===== config.mk =====
export PLATFORM = sky130hd
export DESIGN_NAME = byte_arb_mux
export DESIGN_NICKNAME = d
export VERILOG_FILES = /design/src/rtl/aes_mux_pkg.sv /design/src/rtl/byte_arb_mux_rr_arbiter.sv /design/src/rtl/byte_arb_mux.sv
export SDC_FILE = /design/constraint.sdc
export NUM_CORES = 1
export LEC_CHECK = 0
export ABC_CLOCK_PERIOD_IN_PS = 4500
export BUFFER_PORTS_ARGS = -buffer_cell sky130_fd_sc_hd__buf_2
export CAP_MARGIN = 25
export CORE_MARGIN = 5
export CORE_UTILIZATION = 35
export DETAILED_ROUTE_END_ITERATION = 8
export GPL_TIMING_DRIVEN = 0
export MAX_ROUTING_LAYER = met4
export REMOVE_ABC_BUFFERS = 1
export SLEW_MARGIN = 20
export SYNTH_ARGS = -nofsm -noshare
export SYNTH_HDL_FRONTEND = slang
export SYNTH_HIERARCHICAL = 1
export SYNTH_SLANG_ARGS = --single-unit
export TNS_END_PERCENT = 1

===== constraint.sdc =====
create_clock -name clk -period 4.5 [get_ports clk]
set_clock_uncertainty 0.1 [all_clocks]
set_input_delay 0.9 -clock clk [delete_from_list [all_inputs] [get_ports clk]]
set_output_delay 0.9 -clock clk [all_outputs]
set_load 0.005 [all_outputs]

===== src/rtl/aes_mux_pkg.sv =====
// Shared types and default sizes for the byte arbiter/mux.
package aes_mux_pkg;
  localparam int AES_BLOCK_BYTES = 16;
  localparam int BYTE_W          = 8;

  typedef enum logic {
    IDLE  = 1'b0,
    BURST = 1'b1
  } state_t;
endpackage


===== src/rtl/byte_arb_mux_rr_arbiter.sv =====
// Round-robin search: one-hot grant of the first requester above ptr (mod N_CH).
module rr_arbiter #(
  parameter int N_CH = 4,
  parameter int CW   = (N_CH > 1) ? $clog2(N_CH) : 1
) (
  input  logic [N_CH-1:0] req,
  input  logic [CW-1:0]   ptr,
  output logic [N_CH-1:0] gnt
);
  logic          found;
  logic [CW-1:0] idx;

  // Walk ptr+1 .. ptr+N_CH so ptr itself has lowest priority.
  always_comb begin
    gnt   = '0;
    found = 1'b0;
    idx   = '0;
    for (int i = 1; i <= N_CH; i++) begin
      idx = CW'((int'(ptr) + i) % N_CH);
      if (!found && req[idx]) begin
        gnt[idx] = 1'b1;
        found    = 1'b1;
      end
    end
  end
endmodule


===== src/rtl/byte_arb_mux.sv =====
// Burst arbiter/mux: grants one byte channel for BURST beats, single output register.
module byte_arb_mux #(
  parameter int N_CH  = 4,
  parameter int WIDTH = aes_mux_pkg::BYTE_W,
  parameter int BURST = aes_mux_pkg::AES_BLOCK_BYTES,
  parameter int CW    = (N_CH > 1) ? $clog2(N_CH) : 1
) (
  input  logic                  clk,
  input  logic                  rst,
  input  logic                  mode,
  input  logic [CW-1:0]         sel,
  input  logic [N_CH*WIDTH-1:0] in_data,
  input  logic [N_CH-1:0]       in_valid,
  output logic [N_CH-1:0]       in_ready,
  output logic [WIDTH-1:0]      out_data,
  output logic                  out_valid,
  input  logic                  out_ready,
  output logic [CW-1:0]         out_ch,
  output logic                  out_last,
  output logic                  busy
);
  import aes_mux_pkg::*;

  localparam int CNT_W = (BURST > 1) ? $clog2(BURST) : 1;

  state_t             state_q, state_d;
  logic [CW-1:0]      grant_q, grant_d;
  logic [CW-1:0]      last_grant_q, last_grant_d;
  logic [CNT_W-1:0]   cnt_q, cnt_d;
  logic [WIDTH-1:0]   out_data_q, out_data_d;
  logic [CW-1:0]      out_ch_q, out_ch_d;
  logic               out_last_q, out_last_d;
  logic               out_valid_q, out_valid_d;

  logic [N_CH-1:0]    rr_gnt;
  logic [CW-1:0]      rr_idx;
  logic               rr_any;
  logic               sel_hit;
  logic               slot_free;
  logic               in_xfer;
  logic               out_xfer;
  logic               burst_end;

  rr_arbiter #(.N_CH(N_CH), .CW(CW)) u_rr (
    .req (in_valid),
    .ptr (last_grant_q),
    .gnt (rr_gnt)
  );

  // One-hot round-robin grant to channel index.
  always_comb begin
    rr_idx = '0;
    for (int i = 0; i < N_CH; i++)
      if (rr_gnt[i]) rr_idx = CW'(i);
  end

  assign rr_any    = |rr_gnt;
  // sel beyond N_CH (non power-of-two channel counts) never grants.
  assign sel_hit   = ({1'b0, sel} < (CW+1)'(N_CH)) && in_valid[sel];
  assign slot_free = !out_valid_q || out_ready;
  assign in_xfer   = (state_q == aes_mux_pkg::BURST) && in_valid[grant_q] && slot_free;
  assign out_xfer  = out_valid_q && out_ready;
  assign burst_end = (cnt_q == CNT_W'(BURST - 1));

  // Only the granted channel sees ready, and only while the output slot can take a beat.
  always_comb begin
    in_ready = '0;
    if (state_q == aes_mux_pkg::BURST && slot_free) in_ready[grant_q] = 1'b1;
  end

  // Next-state: arbitration in IDLE, beat transfer and burst accounting in BURST.
  always_comb begin
    state_d      = state_q;
    grant_d      = grant_q;
    last_grant_d = last_grant_q;
    cnt_d        = cnt_q;
    out_data_d   = out_data_q;
    out_ch_d     = out_ch_q;
    out_last_d   = out_last_q;
    out_valid_d  = out_valid_q;
    if (out_xfer) out_valid_d = 1'b0;
    case (state_q)
      aes_mux_pkg::IDLE: begin
        if (!mode) begin
          if (sel_hit) begin
            grant_d = sel;
            cnt_d   = '0;
            state_d = aes_mux_pkg::BURST;
          end
        end else if (rr_any) begin
          grant_d = rr_idx;
          cnt_d   = '0;
          state_d = aes_mux_pkg::BURST;
        end
      end
      aes_mux_pkg::BURST: begin
        if (in_xfer) begin
          out_data_d  = in_data[grant_q*WIDTH +: WIDTH];
          out_ch_d    = grant_q;
          out_last_d  = burst_end;
          out_valid_d = 1'b1;
          cnt_d       = cnt_q + 1'b1;
          if (burst_end) begin
            cnt_d        = '0;
            last_grant_d = grant_q;
            state_d      = aes_mux_pkg::IDLE;
          end
        end
      end
      default: state_d = aes_mux_pkg::IDLE;
    endcase
  end

  // State register; last_grant resets to N_CH-1 so round-robin starts at channel 0.
  always_ff @(posedge clk or posedge rst) begin
    if (rst) begin
      state_q      <= aes_mux_pkg::IDLE;
      grant_q      <= '0;
      last_grant_q <= CW'(N_CH - 1);
      cnt_q        <= '0;
      out_data_q   <= '0;
      out_ch_q     <= '0;
      out_last_q   <= 1'b0;
      out_valid_q  <= 1'b0;
    end else begin
      state_q      <= state_d;
      grant_q      <= grant_d;
      last_grant_q <= last_grant_d;
      cnt_q        <= cnt_d;
      out_data_q   <= out_data_d;
      out_ch_q     <= out_ch_d;
      out_last_q   <= out_last_d;
      out_valid_q  <= out_valid_d;
    end
  end

  assign out_data  = out_data_q;
  assign out_ch    = out_ch_q;
  assign out_last  = out_last_q;
  assign out_valid = out_valid_q;
  assign busy      = (state_q == aes_mux_pkg::BURST);
endmodule


After elaboration in Yosys (flattened, before gate mapping)
Index checks and enable logic that the tools add are counted.

word-level totals
  output and inout port bits = 17
  logic and storage cells = 108
  register bits after elaboration = 21
  input port bits = 42

operators by class
  magnitude comparators = 11
  add/sub/neg operators = 5
  multiplexer cells = 51
  shift-type cells = 1
  bitwise gates (word level) = 4
  equality and inequality tests = 5
  reductions and logical operators = 23

operators by type and width
  cell                   number
  $mux W4                10
  $shiftx A32 B6 Y8      1
  $mux W1                23
  $lt A2 B3 Y1 const B   6
  $bmux W1 S2            6
  $logic_and A1 B1 Y1    12
  $or A4 B4 Y4           3
  $demux W1 S2           5
  $ge A2 B1 Y1 const B   5
  $mux W2                5
  $reduce_and A3 Y1      3
  $pmux W4 S2            1
  $ne A3 B3 Y1 const B   2
  $add A2 B1 Y2 const B  2
  $add A2 B2 Y2 const B  2
  $add A4 B1 Y4 const B  1
  $eq A4 B4 Y1 const B   1
  $logic_not A1 Y1       4
  $ne A2 B1 Y1 const B   2
  $reduce_or A4 Y1       1
  $pmux W1 S2            1
  $reduce_and A2 Y1      1
  $reduce_bool A2 Y1     1
  $logic_or A1 B1 Y1     1
  $not A1 Y1             1

Logic depth before layout (Yosys ltp)
Gate-level depths: netlist (run 1).

  depth after elaboration = 18
  gate-level depth with buffers = 11
  depth with buffers taken out = 10

Modules after synthesis
Netlist (run 1), hierarchy kept.

by module, submodules not included
  module        sequential area each (sq um)  area an instance (sq um)  cells an instance  times used
  byte_arb_mux  528.0                         1275.0                    101                1
  rr_arbiter    0.0                           357.8                     38                 1

Worst setup path before layout (run 1)
OpenSTA, ideal clock, no wires.

  path type = reg2reg
  start = register last_grant_q[0]
  end = register grant_q[0]
  stages on the path, launching flop included = 11
  clock period less this slack = 3.151 ns
  arrival time = 2.926 ns
  buffers on the path = 0
  slack = 1.349 ns
  required time = 4.275 ns
  setup time = 0.125 ns
  cells stage by stage = dfstp_2 -> inv_1 -> ha_1 -> mux4_1 -> nor4b_4 -> nand2_1 -> o211ai_1 -> nor3_1 -> a21oi_1 -> and2_1 -> mux2_2

between the ends
  cells in the longest elaborated chain, start to end = 18
  elaborated cells between the ends (all ways) = 56
  those cells by class = 4 x add/sub; 8 x order compare; 1 x eq/ne; 28 x mux; 3 x bitwise; 12 x reduce/logical

ends and longest elaborated chain
  element                                                                line                           source
  start, declared                                                        byte_arb_mux.sv:28             logic [CW-1:0] last_grant_q, last_grant_d;
  start signal, assigned                                                 byte_arb_mux.sv:119            last_grant_q <= CW'(N_CH - 1);
  start signal, assigned                                                 byte_arb_mux.sv:128            last_grant_q <= last_grant_d;
  parallel branches: the longest is 12 deep, another holds $lt A2 B3 Y1  -
  $mux W4 (*)                                                            byte_arb_mux_rr_arbiter.sv:20  if (!found && req[idx]) begin
  net rr_gnt[1]                                                          byte_arb_mux.sv:35             logic [N_CH-1:0] rr_gnt;
  $mux W1                                                                byte_arb_mux.sv:54             if (rr_gnt[i]) rr_idx = CW'(i);
  $mux W2 (2 in series)                                                  byte_arb_mux.sv:54
  $mux W2                                                                byte_arb_mux.sv:90             end else if (rr_any) begin
  $mux W2                                                                byte_arb_mux.sv:84             if (!mode) begin
  end signal, assigned                                                   byte_arb_mux.sv:127            grant_q <= grant_d;
  end, declared                                                          byte_arb_mux.sv:27             logic [CW-1:0] grant_q, grant_d;

Mark *: on every way through the listed nets, which the timed path passes. The select of a mux whose other input is x is not followed.
A chain may end at the register's enable or synchronous reset.

Worst setup path in the final report (run 1)
Ends and elaborated chain as after synthesis.

==> results.md, run 1 <==
- RSZ-0062 raised after global routing: no
- Drt first pass iters: 4
- Sequential cell area: 528 um2
- Max Fclk: 294 MHz
- Multi-input gate area: a little over 1000 um2
- Final setup vio count: 0
- First-pass GRT wire length: 6.11 mm
- Worst slew margin: 47.4%
- Synth unique cells: 36
- Clk pwr share: 9.6%
- Slowest cell on crit path: dfstp_2
- Initial DRC Count: 57
- Pre-CTS WS: about 1.1 ns
- CTS sink cnt: 21
- Crit Path Class: register to register
- Fin. Hold Viols: 0
- Via density per instance: 5.22
- Max rail drop VDD: 0.311 mV
- Synth warn: 6
- Delay-heaviest family, CP: multiplexers
- I/O pin total: 59
- Tightest Pin Transition: between 0.7 and 0.8 ns
- Worst-path clk slew: 0.07 ns
- H-tree levels: 1
- Worst Hold Class: register to register
- Maxcap violations: 0
- Crit path capture type: register
- Initial Util: 36.7%
- Crit Path Max Fanout: 10
- Worst skew pair latency: around 0.25 ns
- Chip height: 78.3 um
- Syn_area_per_cell: ~12 um2
- # resized after CTS: 0
- Cells after Synth: 139
- Layout fillers: 426
- TNS Setup: 0 ns
- Core Area: 4440 um2
- Period utilization: 75.6%
- Power density over the cells: 640 nW/um2
- Port Buffers: 58
- Number of synthesized register bits: 21
- DRC viols: 0
- Largest net degree at the start of global routing: 22
- Psw: about 0.5 mW
- Post-synth design cell area: around 1600 um2
- Crit path cell chain: inv_1 -> ha_1 -> mux4_1 -> nor4b_4 -> nand2_1 -> o211ai_1 -> nor3_1 -> a21oi_1 -> and2_1 -> mux2_2
- Die X: 78.3 um
- Number of synthesized flops with an enable pin: 0
- Critical Path AT: 3.45 ns
- Vias in the first global route: 1,316
- Ratio of cells with drive above 1 in the final layout: about 44%
- Initial antenna violation count: 0
- Status: completed
- # nets final: 246
- Final slew viol count: 0
- Seq/Total Area, Yosys: 32.3%
- RePlAce Congestion: approximately 0.78
- Total track usage: between 10% and 20%
- Grt total ovfl: 0
- Cell Rows: 24
- Syn-to-layout area delta: 20.8%
- CTS tree: done
- Via Count: 1,285
- Hold_buf cts: 0
- P_int: 0.759 mW
- CP Data Required Time: 4.54 ns
- TritonCTS Buffers: 3
- WL final: between 3 and 4 mm
- Switching Share: 39.9%
- Ant diodes: 0
- Seq pwr share: 33.6%
- Worst Slack Setup Final: around 1.1 ns
- Die area: about 6100 um2
- Post-CTS Setup Bufs: 0
- Prevailing post-synth register cell: dfrtp_1
- Min Tclk post-route: between 3 and 4 ns
- Routed Antenna Nets: 0
- Startpoint Class: register
- Max stage delay on crit path: 0.67 ns
- Max clock buf depth: 2
- Pleak: 0.940 nW
- Asr flop ratio synth: 100%
- DP HPWL: about 2.9 mm
- Routed length per instance: 14.8 um
- Crit path buf inv count: 1
- Comb power frac: 56.8%
- CTS root buf: clkbuf_8
-- area by class of cell --
| cell class | instances | share of cell area (%) |
|---|---|---|
| clock buffers | 4 | 2.28 |
| inverters | 8 | 1.52 |
| multi-input cells | 103 | 51.4 |
| flip-flops and latches | 21 | 26.8 |
| well taps | 52 | 3.30 |
| repair buffers | 58 | 14.7 |
-- sequential cells by signal, indices dropped and copies added, names as in the netlist --
| name | cells |
|---|---|
| busy | 1 |
| cnt_q | 4 |
| grant_q | 2 |
| last_grant_q | 2 |
| out_ch | 2 |
| out_data | 8 |
| out_last | 1 |
| out_valid | 1 |
-- Yosys cell counts, types with 2 or more instances --
library cell  instances  area share (%)
a21o_1                2            0.92
a21oi_1               8             2.5
a22o_1                3             1.6
and2_1                2            0.77
and3_1                2            0.77
buf_6                 3             2.1
clkbuf_1              2            0.46
dfrtp_1              19              29
dfstp_2               2             3.2
ha_1                  9             6.9
inv_1                 8             1.8
mux2_2                6             4.1
mux2_4                5             4.6
mux4_1                6             9.7
mux4_2                8              11
nand2_1              18             4.1
nand2b_1              4             1.5
nor2_1                3            0.69
nor3_1                3            0.92
nor3b_1               4             1.8
o211ai_1              4             1.8
o21ai_0               4             1.2
-- worst register-to-register path: stages (launching register included) --
cell	delay [ns]
dfstp_2	0.67
inv_1	0.14
ha_1	0.33
mux4_1	0.62
nor4b_4	0.32
nand2_1	0.09
o211ai_1	0.12
nor3_1	0.10
a21oi_1	0.25
and2_1	0.21
mux2_2	0.34
-- per-layer routing --
| layer | global-route usage [%] | routed length, um | vias up | part of all wire (%) |
|---|---|---|---|---|
| met5 | - | 0 | - | 0 |
| met4 | 2.80 | 25 | 0 | 0.69 |
| met3 | 2.40 | 122 | 2 | 3.4 |
| met2 | 21.6 | 1900 | 24 | 52 |
| met1 | 15.3 | 1590 | 628 | 44 |
| li1 | - | - | 631 | - |
-- cell usage in the layout, fill, tap and decap left out, drive strengths merged, types with 2 or more instances in the layout --
cell type,count
and3,3
mux2,11
a21o,2
nor3,3
o211ai,4
a21oi,8
o21ai,4
dfstp,2
nand2,18
buf,58
clkbuf,4
nor3b,4
nor2,3
a22o,3
mux4,14
ha,9
and2,2
inv,8
dfrtp,19
nand2b,4
-- metrics by stage --
step	total power, mW	hold slack [ns]	util [%]	instances	cell area (um2)
2_1_floorplan	0.942	0.370	-	132	1570
3_3_place_gp	1.15	0.356	43.4	242	1930
3_5_place_dp	1.15	0.358	43.4	242	1930
4_1_cts	1.28	0.376	44.4	246	1970
5_1_grt	1.39	0.398	44.4	246	1970
6_report	1.26	0.372	44.4	246	1970
-- worst paths after layout --
path                            startpoint           to  slack, ns  cells past startpoint
max in group asynchronous              rst  out_data[3]       3.13                      2
min in group asynchronous              rst  out_data[1]       0.68                      2
max                        last_grant_q[0]   grant_q[0]       1.10                     10
min                            out_data[5]  out_data[5]       0.37                      2
min reg2reg                    out_data[5]  out_data[5]       0.37                      2
max reg2reg                last_grant_q[0]   grant_q[0]       1.10                     10
-- power by group through the flow --
stage          Clock, mW  Combinational, mW  Sequential, mW
2_1_floorplan          0              0.542           0.400
3_3_place_gp           0              0.719           0.429
3_5_place_dp           0              0.724           0.430
4_1_cts            0.127              0.726           0.428
5_1_grt            0.136              0.801           0.449
6_report           0.122              0.717           0.424
-- cells by family after synthesis --
group | after synthesis | synth area share (%)
AO/OA/AOI/OAI | 25 | 10.3
AND/OR/NAND/NOR | 43 | 14.9
adder cells (fa/ha/maj) | 9 | 6.90
flip-flops | 21 | 32.3
multiplexers | 26 | 30.0
buffers and inverters | 15 | 5.52
Power figures use the tool's default switching activity.
==> inputs of run 2 (changes only) <==
--- a/config.mk
+++ b/config.mk
@@ -5,7 +5,7 @@
 export SDC_FILE = /design/constraint.sdc
 export NUM_CORES = 1
 export LEC_CHECK = 0
-export ABC_CLOCK_PERIOD_IN_PS = 4500
+export ABC_CLOCK_PERIOD_IN_PS = 3600
 export BUFFER_PORTS_ARGS = -buffer_cell sky130_fd_sc_hd__buf_2
 export CAP_MARGIN = 25
 export CORE_MARGIN = 5
==> constraint.sdc (replaced) <==
create_clock -name clk -period 3.6 [get_ports clk]
set_clock_uncertainty 0.1 [all_clocks]
set_input_delay 0.72 -clock clk [delete_from_list [all_inputs] [get_ports clk]]
set_output_delay 0.72 -clock clk [all_outputs]
set_load 0.005 [all_outputs]
==> run 2 against run 1 <==
Against the previous run: maximum frequency is 1.6% higher; global-route usage stayed put; register-to-register slack worse by 0.85 ns; sequential share of layout area is 0.40 points lower; largest power group unchanged; cell count is 1.6% higher; worst hold slack hardly changed; setup slack worse by 0.85 ns; power is 28% higher; non-clock buffer count is 4 higher; clock power is 24% higher.
==> results.md, run 2 (synthesis gave the netlist of run 1 again) <==
- Critical Path AT: 3.39 ns (-0.06 ns)
- Max rail drop VDD: 0.389 mV (+25%)
- Largest net degree at the start of global routing: 22 (unchanged)
- Placed Instances: 242 (unchanged)
- Final instance area: 2000 um2 (+1.5%)
- Via density per instance: 5.19 (-0.60%)
- RePlAce Congestion: 0.784 (unchanged)
- Multi-input gate area: 1010 um2 (unchanged)
- CP Data Required Time: 3.64 ns (-0.90 ns)
- WL final: 3.67 mm (+0.74%)
- Comb power frac: 58.3% (+1.5 points)
- Final setup vio count: 0 (unchanged)
- Tightest Pin Transition: 0.791 ns (+0.00184 ns)
- Grt total ovfl: 0 (unchanged)
- Min Tclk post-route: 3.35 ns (-0.0530 ns)
- Period utilization: 93.1% (+17 points)
- I/O pin total: 59 (unchanged)
- Max Fclk: 298 MHz (+1.6%)
- Max FFs per register: 8 (unchanged)
- Max clock buf depth: 2 (unchanged)
- Switching Share: 39.4% (-0.47 points)
- Worst slew margin: 47.3% (-0.065 points)
- Die area: 6130 um2 (unchanged)
- RSZ-0062 raised after global routing: no
- TritonCTS Buffers: 3 (unchanged)
- Worst Slack Setup Final: 0.249 ns (-0.847 ns)
- # nets final: 250 (+1.6%)
- Initial DRC Count: 45 (-21%)
- Ant diodes: 0 (unchanged)
- H-tree levels: 1 (unchanged)
- Commonest cells after routing, fill and taps aside: buf_2, dfrtp_1, nand2_1
- Routed length per instance: 14.7 um (-0.87%)
- Max stage delay on crit path: 0.63 ns (-0.04 ns)
- Port Buffers: 58 (unchanged)
- Fin. Hold Viols: 0 (unchanged)
- Crit path buf inv count: 1 (unchanged)
- Flop2flop setup slack: 0.25 ns (-0.85 ns)
- Ratio of cells with drive above 1 in the final layout: 45.5% (+1.1 points)
- DP Area: 1930 um2 (unchanged)
- Drt first pass iters: 4 (unchanged)
- Seq pwr share: 32.3% (-1.3 points)
- Final slew viol count: 0 (unchanged)
- DRC viols: 0 (unchanged)
- TNS Setup: 0 ns (unchanged)
- Worst skew pair latency: 0.25 ns (about the same)
- Chip height: 78.3 um (unchanged)
- Total track usage: 12.5% (unchanged)
- Crit Path Class: register to register
- Worst-path clk slew: 0.07 ns (about the same)
- DP HPWL: 2.85 mm (unchanged)
- Die X: 78.3 um (unchanged)
- Initial Util: 36.7% (unchanged)
- Crit Path Max Fanout: 8 (-2)
- Worst Hold Class: register to register
- Crit path capture type: register
- Crit path cell chain: inv_1 -> ha_1 -> mux4_1 -> nor4b_4 -> nand2_1 -> o211ai_1 -> nor3_1 -> a21oi_1 -> and2_1 -> mux2_2
- Cell Rows: 24 (unchanged)
- Via Count: 1,298 (+1.0%)
- Maxcap violations: 0 (unchanged)
- First-pass GRT wire length: 6.11 mm (unchanged)
- Syn-to-layout area delta: 22.7%
- Sequential cell area: 528 um2 (unchanged)
- Most common cell after layout, fill and taps aside: buf_2
- Layout fillers: 425 (-0.23%)
- CTS sink cnt: 21 (unchanged)
- Vias in the first global route: 1,316 (unchanged)
- Clk pwr share: 9.4% (-0.2 points)
- Psw: 0.634 mW (+26%)
- Core Area: 4440 um2 (unchanged)
- Initial antenna violation count: 0 (unchanged)
- P_int: 0.976 mW (+29%)
- Status: completed
- Startpoint Class: register
- Delay-heaviest family, CP: multiplexers
- Pre-CTS WS: 0.194 ns (-0.900 ns)
- CTS tree: done
- Power density over the cells: 804 nW/um2 (+26%)
- Pleak: 0.961 nW (+2.2%)
- CTS root buf: clkbuf_8
- Fin cells: 250 (+1.6%)
- Slowest cell on crit path: dfstp_2
- Routed Antenna Nets: 0 (unchanged)
-- run 2: changes by cell type in the layout (fill, tap and decap cells not counted), sizes merged --
cell	change
buf	+4
-- run 2: final timing paths --
kind / from / end / cells after the start
worst max-delay path: last_grant_q[1] / grant_q[0] / 10
worst min-delay path: out_data[5] / out_data[5] / 2
worst max register to register: last_grant_q[1] / grant_q[0] / 10
worst min register to register: out_data[5] / out_data[5] / 2
max in group asynchronous: rst / out_data[3] / 2
min in group asynchronous: rst / out_data[1] / 2
-- run 2: tightest hold or removal path: stages, from the launching register on --
cell     delay (ns)
dfrtp_1        0.34
nand2_1        0.05
nand2_1        0.05
-- run 2: area by class of cell --
class | instances | area share, %
multi-input cells | 103 | 50.7
flip-flops and latches | 21 | 26.4
clock buffers | 4 | 2.25
inverters | 8 | 1.50
repair buffers | 62 | 16.0
well taps | 52 | 3.25
-- run 2: through the flow --
stage | total power [mW] | utilization [%] | hold slack [ns]
after floorplan | 1.18 | - | 0.370
after global placement | 1.43 | 43.4 | 0.356
after detailed placement | 1.44 | 43.4 | 0.358
after CTS | 1.60 | 44.4 | 0.376
after global routing | 1.77 | 45.1 | 0.398
final | 1.61 | 45.1 | 0.373
-- run 2: what timing repair did --
action,CTS,global route
gates resized for setup,0,0
setup endpoints to repair,0,2
setup buffers,0,4
hold buffers,0,0
-- run 2: power by group through the flow --
stage | Clock (mW) | Sequential, mW | Combinational (mW)
after floorplan | 0 | 0.500 | 0.677
after global placement | 0 | 0.536 | 0.898
after detailed placement | 0 | 0.538 | 0.905
after CTS | 0.159 | 0.535 | 0.908
after global routing | 0.170 | 0.550 | 1.05
final | 0.151 | 0.520 | 0.939
-- run 2: per-layer routing --
layer	routed length (um)	GRT usage (%)	vias to the layer above
li1	-	-	638
met1	1590	15.3	632
met2	1910	21.6	26
met3	135	2.40	2
met4	25	2.80	0
met5	0	-	-
==> inputs of run 3 (changes only) <==
--- a/config.mk
+++ b/config.mk
@@ -10,6 +10,7 @@
 export CAP_MARGIN = 25
 export CORE_MARGIN = 5
 export CORE_UTILIZATION = 35
+export CTS_BUF_LIST = sky130_fd_sc_hd__clkbuf_4
 export DETAILED_ROUTE_END_ITERATION = 8
 export GPL_TIMING_DRIVEN = 0
 export MAX_ROUTING_LAYER = met4
==> run 3 against run 2 <==
Against the previous run: clock power down 21%; first-iteration DRC count is 22% lower; core utilization down 0.51 points; non-clock buffer count fell by 1; combinational power decreased by 1%; cell count decreased by 0.40%; sequential share of layout area is 0.30 points higher; critical path type unchanged; critical endpoint unchanged; largest power group unchanged.
==> results.md, run 3 (synthesis gave the netlist of run 1 again) <==
- Pleak: 0.951 nW (-0.98%)
- CP Data Required Time: 3.69 ns (+0.05 ns)
- CTS root buf: clkbuf_4
- Critical Path AT: 3.44 ns (+0.05 ns)
- CTS tree: done
- Crit Path Class: register to register
- Initial antenna violation count: 0 (unchanged)
- RePlAce Congestion: 0.784 (unchanged)
- Port Buffers: 58 (unchanged)
- Worst Hold Class: register to register
- Syn-to-layout area delta: 21.3%
- Delay-heaviest family, CP: multiplexers
- Tightest Pin Transition: 0.784 ns (-0.00700 ns)
- Psw: 0.627 mW (-1.1%)
- Drt first pass iters: 4 (unchanged)
- Max rail drop VDD: 0.365 mV (-6.1%)
- Maxcap violations: 0 (unchanged)
- Worst slew margin: 47.7% (+0.41 points)
- Via Count: 1,275 (-1.8%)
- Crit path buf inv count: 1 (unchanged)
- Comb power frac: 59.3% (+1.0 points)
- Die X: 78.3 um (unchanged)
- Routed Antenna Nets: 0 (unchanged)
- Min Tclk post-route: 3.35 ns (-0.00140 ns)
- Placed Instances: 242 (unchanged)
- CTS sink cnt: 21 (unchanged)
- Switching Share: 40.0% (+0.64 points)
- First-pass GRT wire length: 6.06 mm (-0.79%)
- Slowest cell on crit path: dfstp_2
- Initial DRC Count: 35 (-22%)
- Initial Util: 36.7% (unchanged)
- Routed length per instance: 14.6 um (-0.37%)
- TritonCTS Buffers: 3 (unchanged)
- TNS Setup: 0 ns (unchanged)
- Max clock buf depth: 2 (unchanged)
- Crit path cell chain: inv_1 -> ha_1 -> mux4_1 -> nor4b_4 -> nand2_1 -> o211ai_1 -> nor3_1 -> a21oi_1 -> and2_1 -> mux2_2
- # resized after CTS: 0 (unchanged)
- Clk pwr share: 7.6% (-1.8 points)
- Max stage delay on crit path: 0.64 ns (about the same)
- RSZ-0062 raised after global routing: no
- DRC viols: 0 (unchanged)
- Core Area: 4440 um2 (unchanged)
- Most common cell after layout, fill and taps aside: buf_2
- Grt total ovfl: 0 (unchanged)
- Crit path capture type: register
- Seq pwr share: 33.1% (+0.8 points)
- Crit Path Max Fanout: 8 (unchanged)
- Largest net degree at the start of global routing: 22 (unchanged)
- Status: completed
- Fin. Hold Viols: 0 (unchanged)
- Total track usage: 12.5% (-0.072 points)
- Vias in the first global route: 1,304 (-0.91%)
- Ratio of cells with drive above 1 in the final layout: 45.7% (+0.23 points)
- Commonest cells after routing, fill and taps aside: buf_2, dfrtp_1, nand2_1
- Power density over the cells: 792 nW/um2 (-1.5%)
- Final setup vio count: 0 (unchanged)
- # nets final: 249 (-0.40%)
- Reg2Reg Depth: 10 (unchanged)
- Max Fclk: 299 MHz (about the same)
- Via density per instance: 5.12 (-1.4%)
- Final slew viol count: 0 (unchanged)
- Cell Rows: 24 (unchanged)
- P_int: 0.940 mW (-3.7%)
- WL final: 3.64 mm (-0.76%)
- Hold Path Cell Cnt: 2 (unchanged)
- Chip height: 78.3 um (unchanged)
- I/O pin total: 59 (unchanged)
- Period utilization: 93.0% (about the same)
- Ant diodes: 0 (unchanged)
- Worst skew pair latency: 0.30 ns (+0.05 ns)
- Fin cells: 249 (-0.40%)
- Die area: 6130 um2 (unchanged)
- Startpoint Class: register
- Pre-CTS WS: 0.194 ns (unchanged)
- Max FFs per register: 8 (unchanged)
- Worst-path clk slew: 0.11 ns (+0.04 ns)
- Worst Slack Setup Final: 0.251 ns (+0.00140 ns)
- CP Depth: 10 (unchanged)
- DP HPWL: 2.85 mm (unchanged)
- H-tree levels: 1 (unchanged)
## run 3: cell count changes in the layout (fill, tap and decap cells not counted), sizes merged
cell	change
buf	-1
## run 3: worst register-to-register path, stage by stage (launching register included)
cell and delay (ns):
dfstp_2 0.64, inv_1 0.13, ha_1 0.32, mux4_1 0.62, nor4b_4 0.33, nand2_1 0.09
o211ai_1 0.12, nor3_1 0.10, a21oi_1 0.25, and2_1 0.21, mux2_2 0.34
## run 3: power groups by stage
stage | Combinational (mW) | Clock [mW] | Sequential [mW]
2_1_floorplan | 0.677 | 0 | 0.500
3_3_place_gp | 0.898 | 0 | 0.536
3_5_place_dp | 0.905 | 0 | 0.538
4_1_cts | 0.908 | 0.127 | 0.534
5_1_grt | 1.04 | 0.138 | 0.549
6_report | 0.929 | 0.120 | 0.519
## run 3: per-stage QoR
stage	power (mW)	hold slack, ns	utilization [%]	area, um2
after CTS	1.57	0.386	44.1	1960
final	1.57	0.382	44.6	1980
after global routing	1.72	0.409	44.6	1980
after global placement	1.43	0.356	43.4	1930
after detailed placement	1.44	0.358	43.4	1930
after floorplan	1.18	0.370	-	1570
## run 3: final cells by class
cell class              count  area [um2]
clock buffers               4        30.0
fillers                   425        2460
inverters                   8        30.0
multi-input cells         103        1010
flip-flops and latches     21         528
well taps                  52        65.1
repair buffers             61         313
## run 3: final timing paths
path                                  from     endpoint  slack (ns)
setup / recovery           last_grant_q[1]   grant_q[0]        0.25
min in group asynchronous              rst  out_data[1]        0.44
setup reg to reg           last_grant_q[1]   grant_q[0]        0.25
hold / removal                 out_data[5]  out_data[5]        0.38
max in group asynchronous              rst  out_data[4]        2.47
hold reg to reg                out_data[5]  out_data[5]        0.38
## run 3: routing by layer
metal | vias up | GRT usage, % | share of wire, %
met5 | - | - | 0
li1 | 637 | - | -
met4 | 0 | 2.80 | 0.69
met2 | 22 | 21.3 | 52
met3 | 2 | 2.40 | 3.2
met1 | 614 | 15.3 | 44
## run 3: what timing repair did
item / CTS / global route
setup buffers: 0 / 3
hold buffers: 0 / 0
endpoints found under the setup margin: 0 / 2
